<file path="config.mk">
export PLATFORM = sky130hd
export DESIGN_NAME = cic_interp
export DESIGN_NICKNAME = d
export VERILOG_FILES = /design/src/rtl/cic_interp.sv
export SDC_FILE = /design/constraint.sdc
export NUM_CORES = 1
export LEC_CHECK = 0
export ABC_CLOCK_PERIOD_IN_PS = 6400
export BUFFER_PORTS_ARGS = -buffer_cell sky130_fd_sc_hd__buf_2
export CORE_MARGIN = 3
export CORE_UTILIZATION = 47
export DETAILED_ROUTE_END_ITERATION = 10
export MAX_ROUTING_LAYER = met4
export PLACE_DENSITY = 0.65
export SYNTH_ARGS = -nofsm -noshare
export SYNTH_HDL_FRONTEND = slang
export SYNTH_SLANG_ARGS = --single-unit
export TNS_END_PERCENT = 30
</file>
<file path="constraint.sdc">
create_clock -name clock -period 6.4 [get_ports clock]
set_input_delay 0.32 -clock clock [delete_from_list [all_inputs] [get_ports clock]]
set_output_delay 0.32 -clock clock [all_outputs]
set_load 0.02 [all_outputs]
</file>
<file path="src/rtl/cic_interp.sv">
// CIC interpolator: STAGES comb sections at the input rate, zero stuffing, and
// STAGES integrator sections at the out_strobe rate, with rounded/saturated output.
module cic_interp #(
    parameter int STAGES    = 3,
    parameter int IN_WIDTH  = 18,
    parameter int OUT_WIDTH = 18,
    parameter int L2MD      = 6,
    parameter int ACC_WIDTH = IN_WIDTH + STAGES * L2MD
) (
    input  logic                        clock,
    input  logic                        reset_n,
    input  logic [7:0]                  interpolation,
    input  logic                        out_strobe,
    output logic                        in_strobe,
    input  logic signed [IN_WIDTH-1:0]  in_data,
    output logic signed [OUT_WIDTH-1:0] out_data
);

    // Strobe protocol: out_strobe is a one-clock tick from the DAC side. in_strobe
    // is a one-clock request raised in the same cycle; the source must hold the next
    // sample on in_data during it. There is no back-pressure in either direction.

    typedef enum logic [1:0] {RATE_5, RATE_10, RATE_20, RATE_40} rate_t;

    function automatic int gain_bits(input int rate);
        longint p;
        int     g;
        p = 1;
        g = 0;
        for (int i = 0; i < STAGES - 1; i++) p = p * longint'(rate);
        for (int i = 0; i < 63; i++) if ((longint'(1) << g) < p) g++;
        return g;
    endfunction

    localparam int G5  = gain_bits(5);
    localparam int G10 = gain_bits(10);
    localparam int G20 = gain_bits(20);
    localparam int G40 = gain_bits(40);

    localparam logic signed [OUT_WIDTH-1:0] OUT_MAX = {1'b0, {(OUT_WIDTH-1){1'b1}}};
    localparam logic signed [OUT_WIDTH-1:0] OUT_MIN = {1'b1, {(OUT_WIDTH-1){1'b0}}};

    // Round at bit msb-OUT_WIDTH, clamp when the kept field plus round-up overflows
    // or when acc has significant bits above msb.
    function automatic logic signed [OUT_WIDTH-1:0] quantize(
        input logic signed [ACC_WIDTH-1:0] acc,
        input int                          g
    );
        logic signed [ACC_WIDTH-1:0] pre;
        logic signed [ACC_WIDTH-1:0] kept;
        logic signed [ACC_WIDTH-1:0] hi;
        logic signed [OUT_WIDTH-1:0] field;
        logic                        rbit;
        pre   = acc >>> (IN_WIDTH + g - OUT_WIDTH - 1);
        rbit  = pre[0];
        kept  = pre >>> 1;
        hi    = kept >>> (OUT_WIDTH - 1);
        field = kept[OUT_WIDTH-1:0];
        if (!(hi == '0 || hi == '1))
            return acc[ACC_WIDTH-1] ? OUT_MIN : OUT_MAX;
        else if (field == OUT_MAX && rbit)
            return OUT_MAX;
        else
            return field + {{(OUT_WIDTH-1){1'b0}}, rbit};
    endfunction

    rate_t                        rate_req;
    rate_t                        rate_q;
    logic                         started;
    logic                         flush;
    logic                         strobe_d;
    logic [L2MD-1:0]              phase;
    logic [L2MD-1:0]              phase_last;
    logic signed [ACC_WIDTH-1:0]  comb_dly [STAGES];
    logic signed [ACC_WIDTH-1:0]  comb_in  [STAGES];
    logic signed [ACC_WIDTH-1:0]  comb_new;
    logic signed [ACC_WIDTH-1:0]  comb_out;
    logic signed [ACC_WIDTH-1:0]  integ    [STAGES];
    logic signed [OUT_WIDTH-1:0]  out_next;

    always_comb begin
        case (interpolation)
            8'd5:    rate_req = RATE_5;
            8'd10:   rate_req = RATE_10;
            8'd20:   rate_req = RATE_20;
            default: rate_req = RATE_40;
        endcase
    end

    always_comb begin
        case (rate_q)
            RATE_5:  phase_last = L2MD'(4);
            RATE_10: phase_last = L2MD'(9);
            RATE_20: phase_last = L2MD'(19);
            default: phase_last = L2MD'(39);
        endcase
    end

    always_comb begin
        case (rate_q)
            RATE_5:  out_next = quantize(integ[STAGES-1], G5);
            RATE_10: out_next = quantize(integ[STAGES-1], G10);
            RATE_20: out_next = quantize(integ[STAGES-1], G20);
            default: out_next = quantize(integ[STAGES-1], G40);
        endcase
    end

    always_comb begin
        logic signed [ACC_WIDTH-1:0] x;
        x = ACC_WIDTH'(in_data);
        for (int k = 0; k < STAGES; k++) begin
            comb_in[k] = x;
            x = x - comb_dly[k];
        end
        comb_new = x;
    end

    assign in_strobe = reset_n && out_strobe && !flush && (phase == '0);

    always_ff @(posedge clock or negedge reset_n) begin
        if (!reset_n) begin
            rate_q   <= RATE_40;
            started  <= 1'b0;
            flush    <= 1'b0;
            strobe_d <= 1'b0;
            phase    <= '0;
            comb_out <= '0;
            out_data <= '0;
            for (int k = 0; k < STAGES; k++) begin
                comb_dly[k] <= '0;
                integ[k]    <= '0;
            end
        end else begin
            // Right after reset everything is already clear, so the first rate load
            // must not raise a flush that would swallow the first in_strobe.
            started  <= 1'b1;
            rate_q   <= rate_req;
            flush    <= started && (rate_req != rate_q);
            strobe_d <= out_strobe;
            if (flush) begin
                phase    <= '0;
                comb_out <= '0;
                out_data <= '0;
                for (int k = 0; k < STAGES; k++) begin
                    comb_dly[k] <= '0;
                    integ[k]    <= '0;
                end
            end else begin
                if (in_strobe) begin
                    for (int k = 0; k < STAGES; k++) comb_dly[k] <= comb_in[k];
                    comb_out <= comb_new;
                end
                if (out_strobe) begin
                    phase    <= (phase == phase_last) ? '0 : phase + 1'b1;
                    integ[0] <= integ[0] + ((phase == '0) ? comb_out : '0);
                    for (int k = 1; k < STAGES; k++) integ[k] <= integ[k] + integ[k-1];
                end
                if (strobe_d) out_data <= out_next;
            end
        end
    end

endmodule

</file>
# ---- Word level (Yosys, flattened, before mapping)
# Cells that the tools add are included.
dict set report op_classes {
  n_addsub 11
  eq_ne 15
  muxes 24
  n_reduce_logical 22
}
# op n
set ops {}
lappend ops {{two-way mux 108 bit} 4}
lappend ops {{two-way mux 18 bit} 11}
lappend ops {{equality test 36 bit, second input constant} 4}
lappend ops {{logical NOT 36 bit} 4}
lappend ops {{adder 36 bit} 3}
lappend ops {{two-way mux 36 bit} 3}
lappend ops {{adder 18 x 1 -> 18 bit} 4}
lappend ops {{equality test 18 bit, second input constant} 4}
lappend ops {{subtractor 36 bit} 2}
lappend ops {{one-hot mux 18 bit (3 select lines)} 1}
lappend ops {{subtractor 18 x 36 -> 36 bit} 1}
lappend ops {{two-way mux 6 bit} 3}
lappend ops {{one-hot mux 6 bit (3 select lines)} 1}
lappend ops {{equality test 8 x 3 -> 1 bit, second input constant} 1}
lappend ops {{equality test 8 x 4 -> 1 bit, second input constant} 1}
lappend ops {{equality test 8 x 5 -> 1 bit, second input constant} 1}
lappend ops {{logical AND 1 bit} 8}
lappend ops {{adder 6 x 1 -> 6 bit, second input constant} 1}
lappend ops {{equality test 6 bit} 1}
lappend ops {{logical NOT 6 bit} 1}
lappend ops {{one-hot mux 2 bit (3 select lines)} 1}
lappend ops {{nonzero test 2 bit} 3}
lappend ops {{logical OR 1 bit} 4}
lappend ops {{equality test 2 x 1 -> 1 bit, second input constant} 1}
lappend ops {{other kinds (4)} 4}
dict set report totals {
  regBits 281
  elab_cells 85
}

# ---- Depth between registers and ports, before layout
dict set report logic_depth {
  ltp_word 7
  depth_mapped 38
  mapped_depth_nobuf 38
}

# ---- Least setup slack after synthesis
# No wires, ideal clock.
dict set report synth_path {
  path_type {input port to flip-flop}
  startpoint {input in_data[0]}
  endpoint {register comb_out[32]}
  setup_ns 0.133
  t_arrival_ns 6.223
  required_ns 6.267
  setup_slack_ns 0.044
  stages 33
  path_cell_list {inv_1 > ha_1 > inv_1 > fa_1 > a21o_1 > a21oi_1 > o21bai_1 > a21o_1 > a21oi_1 > inv_1 > a21oi_1 > nor2b_1 > o21ai_0 > a211oi_1 > ha_1 > a31o_1 > a211oi_2 > o41ai_2 > a311oi_4 > o21bai_1 > xor2_1 > ha_1 > a21o_1 > a21o_1 > a31o_2 > a21o_1 > a21oi_1 > o21ai_0 > a21oi_1 > o21ai_0 > a311oi_1 > xor2_1 > o21ai_0}
}
dict set report synth_via {
  elab_chain_len 5
}
# item line_no
set synth_lines {}
lappend synth_lines {{start, declared} 15} ;# input logic signed [IN_WIDTH-1:0] in_data,
lappend synth_lines {{subtractor 18 x 36 -> 36 bit} 113} ;# x = x - comb_dly[k];
lappend synth_lines {{subtractor 36 bit (2 in series)} 113}
lappend synth_lines {{two-way mux 36 bit} 149} ;# if (in_strobe) begin
lappend synth_lines {{two-way mux 36 bit} 140} ;# if (flush) begin
lappend synth_lines {{end signal, assigned} 151} ;# comb_out <= comb_new;
lappend synth_lines {{end, declared} 77} ;# logic signed [ACC_WIDTH-1:0] comb_out;
# No other way between the ends. The select of a mux whose other input is x is not followed.
# A chain may end at the register's enable or synchronous reset.

# ---- Worst setup path in the final report
dict set report layout_path {
  startpoint {register comb_dly[72] in the netlist's numbering}
  endpoint {register comb_out[35]}
}
dict set report layout_via {
  elab_chain_len 5
}
# item line_no
set layout_lines {}
lappend layout_lines {{start, declared} 74} ;# logic signed [ACC_WIDTH-1:0] comb_dly [STAGES];
lappend layout_lines {{start signal, assigned by index} 130} ;# comb_dly[k] <= '0;
lappend layout_lines {{start signal, assigned by index} 145} ;# comb_dly[k] <= '0;
lappend layout_lines {{subtractor 18 x 36 -> 36 bit} 113}
lappend layout_lines {{subtractor 36 bit (2 in series)} 113}
lappend layout_lines {{two-way mux 36 bit} 149}
lappend layout_lines {{two-way mux 36 bit} 140}
# No other way between the ends. The select of a mux whose other input is x is not followed.

==> flow_metrics.env <==
export IMPL_synth_async_reset_ratio=1.000
export IMPL_tns_ps=-30.30
export IMPL_crit_top_cell="a21o_1"
export IMPL_drive_above_1_share=0.1121
export IMPL_max_cap_viol_count=0
export IMPL_synth_area_mux_share=0.02148
export IMPL_hold_viol=0
export IMPL_clock_latency_ps=530
export IMPL_max_clock_freq_mhz=155.5
export IMPL_crit_fanout=4
export IMPL_critPathBufInv=4
export IMPL_finalWorstSetupSlack_ps=-30.30
export IMPL_htree_levels=2
export IMPL_cts_clk_slew_worst_paths_ps=50
export IMPL_synthDistinctLibCells=84
export IMPL_period_share=1.005
export IMPL_worst_pin_slew_ps=1133
export IMPL_reg2reg_slack_ps=-30
export IMPL_die_area_um2=49350
export IMPL_start_kind="flop"
export IMPL_multiInputGateArea_um2=14480
export IMPL_io_pins=48
export IMPL_cpLargestDelayFamily="compound AO/OA/AOI/OAI gates"
export IMPL_grt_pass1_wl_um=93400
export IMPL_synthCells=2658
export IMPL_die_width_um=222.1
export IMPL_gp_congestion=0.9240
export IMPL_drtPass1Iterations=5
export IMPL_dp_hpwl_um=39120
export IMPL_synth_area_leader_cell="dfrtp_1"
export IMPL_dp_cells=3320
export IMPL_drt_iter0_markers=1014
export IMPL_synth_avg_cell_area_um2=8.261
export IMPL_yosys_top_cells_count="261 x dfrtp_1, 238 x a21oi_1, 236 x nor2_1"
export IMPL_seqCellArea_um2=6588
export IMPL_yosys_area_share_simple=0.1716
export IMPL_ant_nets=0
export IMPL_grt_setup_unrepaired="yes"
export IMPL_wire_per_inst_um=16.24
export IMPL_initial_core_util=0.4797
export IMPL_port_buffers=47
export IMPL_cp_arrival_ps=6810
export IMPL_holdWs_ps=32.05
export IMPL_area_growth_pct=14.36
export IMPL_tritoncts="built"
export IMPL_synth_top_area_frac=0.2975
export IMPL_period_needed_ps=6430
export IMPL_synth_area_leaders="dfrtp_1 30%, ha_1 12%, a21oi_1 5.4%, xnor2_1 5.1%, o21ai_0 4.3%"
export IMPL_final_cells=3411
export IMPL_grt_total_usage=0.2282
export IMPL_clk_path_buf_depth=3
export IMPL_n_fill_cell=4213
export IMPL_synth_edff_count=0
export IMPL_status="finished with violations"
export IMPL_synth_fa_ha_area_frac=0.1240
export IMPL_synth_compound_area_frac=0.2414
export IMPL_synth_most_common_cell="dfrtp_1"
export IMPL_setup_viol=1
export IMPL_antenna_found_initial=0
export IMPL_critPathMaxStageDelay_ps=370
export IMPL_synth_top_family_by_area="compound AO/OA/AOI/OAI gates"
export IMPL_synth_ff_type="dfrtp_1"
export IMPL_slew_headroom=0.2447
export IMPL_violations="setup timing"
export IMPL_nets=3028
export IMPL_via_count=19420
export IMPL_cts_root_buf="clkbuf_16"
export IMPL_setup_worst_path_end_class="flop"
export IMPL_ys_ff_latch=263
export IMPL_synth_xor_area_frac=0.09334
export IMPL_synth_area_um2=21960
export IMPL_hold_class="in -> reg"
export IMPL_grt_max_degree=175
export IMPL_antennaDiodeCount=0
export IMPL_wl_um=55400
export IMPL_grt_pass1_vias=19450
export IMPL_crit_slowest_cell="fa_2"
export IMPL_avgViaCountPerCell=5.693
export IMPL_skew_ps=7.741
export IMPL_cp_required_ps=6780
export IMPL_synth_warnings=0
export IMPL_clock_sinks=263
export IMPL_die_y_um=222.1
export IMPL_synth_nets=2901
export IMPL_maxSlewViolCount=0
export IMPL_synth_seq_area_share=0.2998
export IMPL_grt_overflow=0
export IMPL_rows=78
export IMPL_crit_type="reg -> reg"
export IMPL_drc=0
export IMPL_fp_coreArea_um2=45770
export IMPL_cts_made_buffers=35
[stage by stage]
stage               instance area (um2)  utilization  worst slack [ps]
finish                            25110       0.5486            -30.30
global route                      25110       0.5486            -490.3
CTS                               24980       0.5458           0.02398
detailed placement                23580       0.5151            -651.2
global placement                  23580       0.5151            -506.1
floorplan                         21960            -             43.85
[worst min-delay path, cell delays in order]
cell     delay [ps]
buf_2            90
nand2_1          50
o31ai_1          60
[cells in the final DEF (no fill, tap or decap), drive strengths merged, types with 28 or more instances in the layout]
master	count
a211oi	31
a21o	125
a21oi	239
and2	46
buf	199
clkbuf	54
dfrtp	261
ha	208
inv	153
mux2i	46
nand2	230
nand3	45
nand3b	32
nand4	33
nor2	236
nor3	52
o21a	28
o21ai	193
o21bai	29
o31ai	74
xnor2	129
xor2	105
[state kept, by name, indices dropped and copies added (netlist names)]
signal	count
integ	108
phase	6
out_data	18
comb_dly	90
started	1
rate_q	2
flush	1
comb_out	36
strobe_d	1
[layout make-up]
type                    count  area share
clock inverters             9    0.003239
clock buffers              54     0.04220
repair buffers            215     0.06258
flip-flops and latches    263      0.2623
inverters                 154     0.02312
well taps                 600     0.02990
multi-input cells        2116      0.5766
[final timing paths]
path                            endpoint         start  cells past startpoint
max                         comb_out[35]  comb_dly[72]                     37
min reg2reg                 comb_out[31]  comb_out[31]                      2
min in group asynchronous   out_data[11]       reset_n                      2
min                        comb_dly[106]   in_data[17]                      3
max in group asynchronous   comb_dly[64]       reset_n                      3
max reg2reg                 comb_out[35]  comb_dly[72]                     37
[what timing repair did]
item                       4_1_cts  5_1_grt
setup endpoints to repair       13       16
hold endpoints to repair        74        0
gates cloned                     0        0
resized for setup               18       25
hold buffers                    16        0
pin swaps                       28       12
buffers inserted                 7        6
[routing by layer]
layer	vias to the layer above	share of wire	track usage
met1	9143	0.44	0.2671
met3	143	0.032	0.02343
met2	383	0.49	0.4005
met4	0	0.038	0.09432
li1	9751	-	-
met5	-	0	-
[logic make-up after synthesis]
logic type,after synthesis
compound gates,830
simple gates,790
buf+inv,279
flops,263
xor+xnor,234
fa+ha+maj,214
mux,47
other cells,1
Power is left out: the tool's default activity adds up to more than one toggle a clock period on the data nets, which glitch-free logic cannot reach.
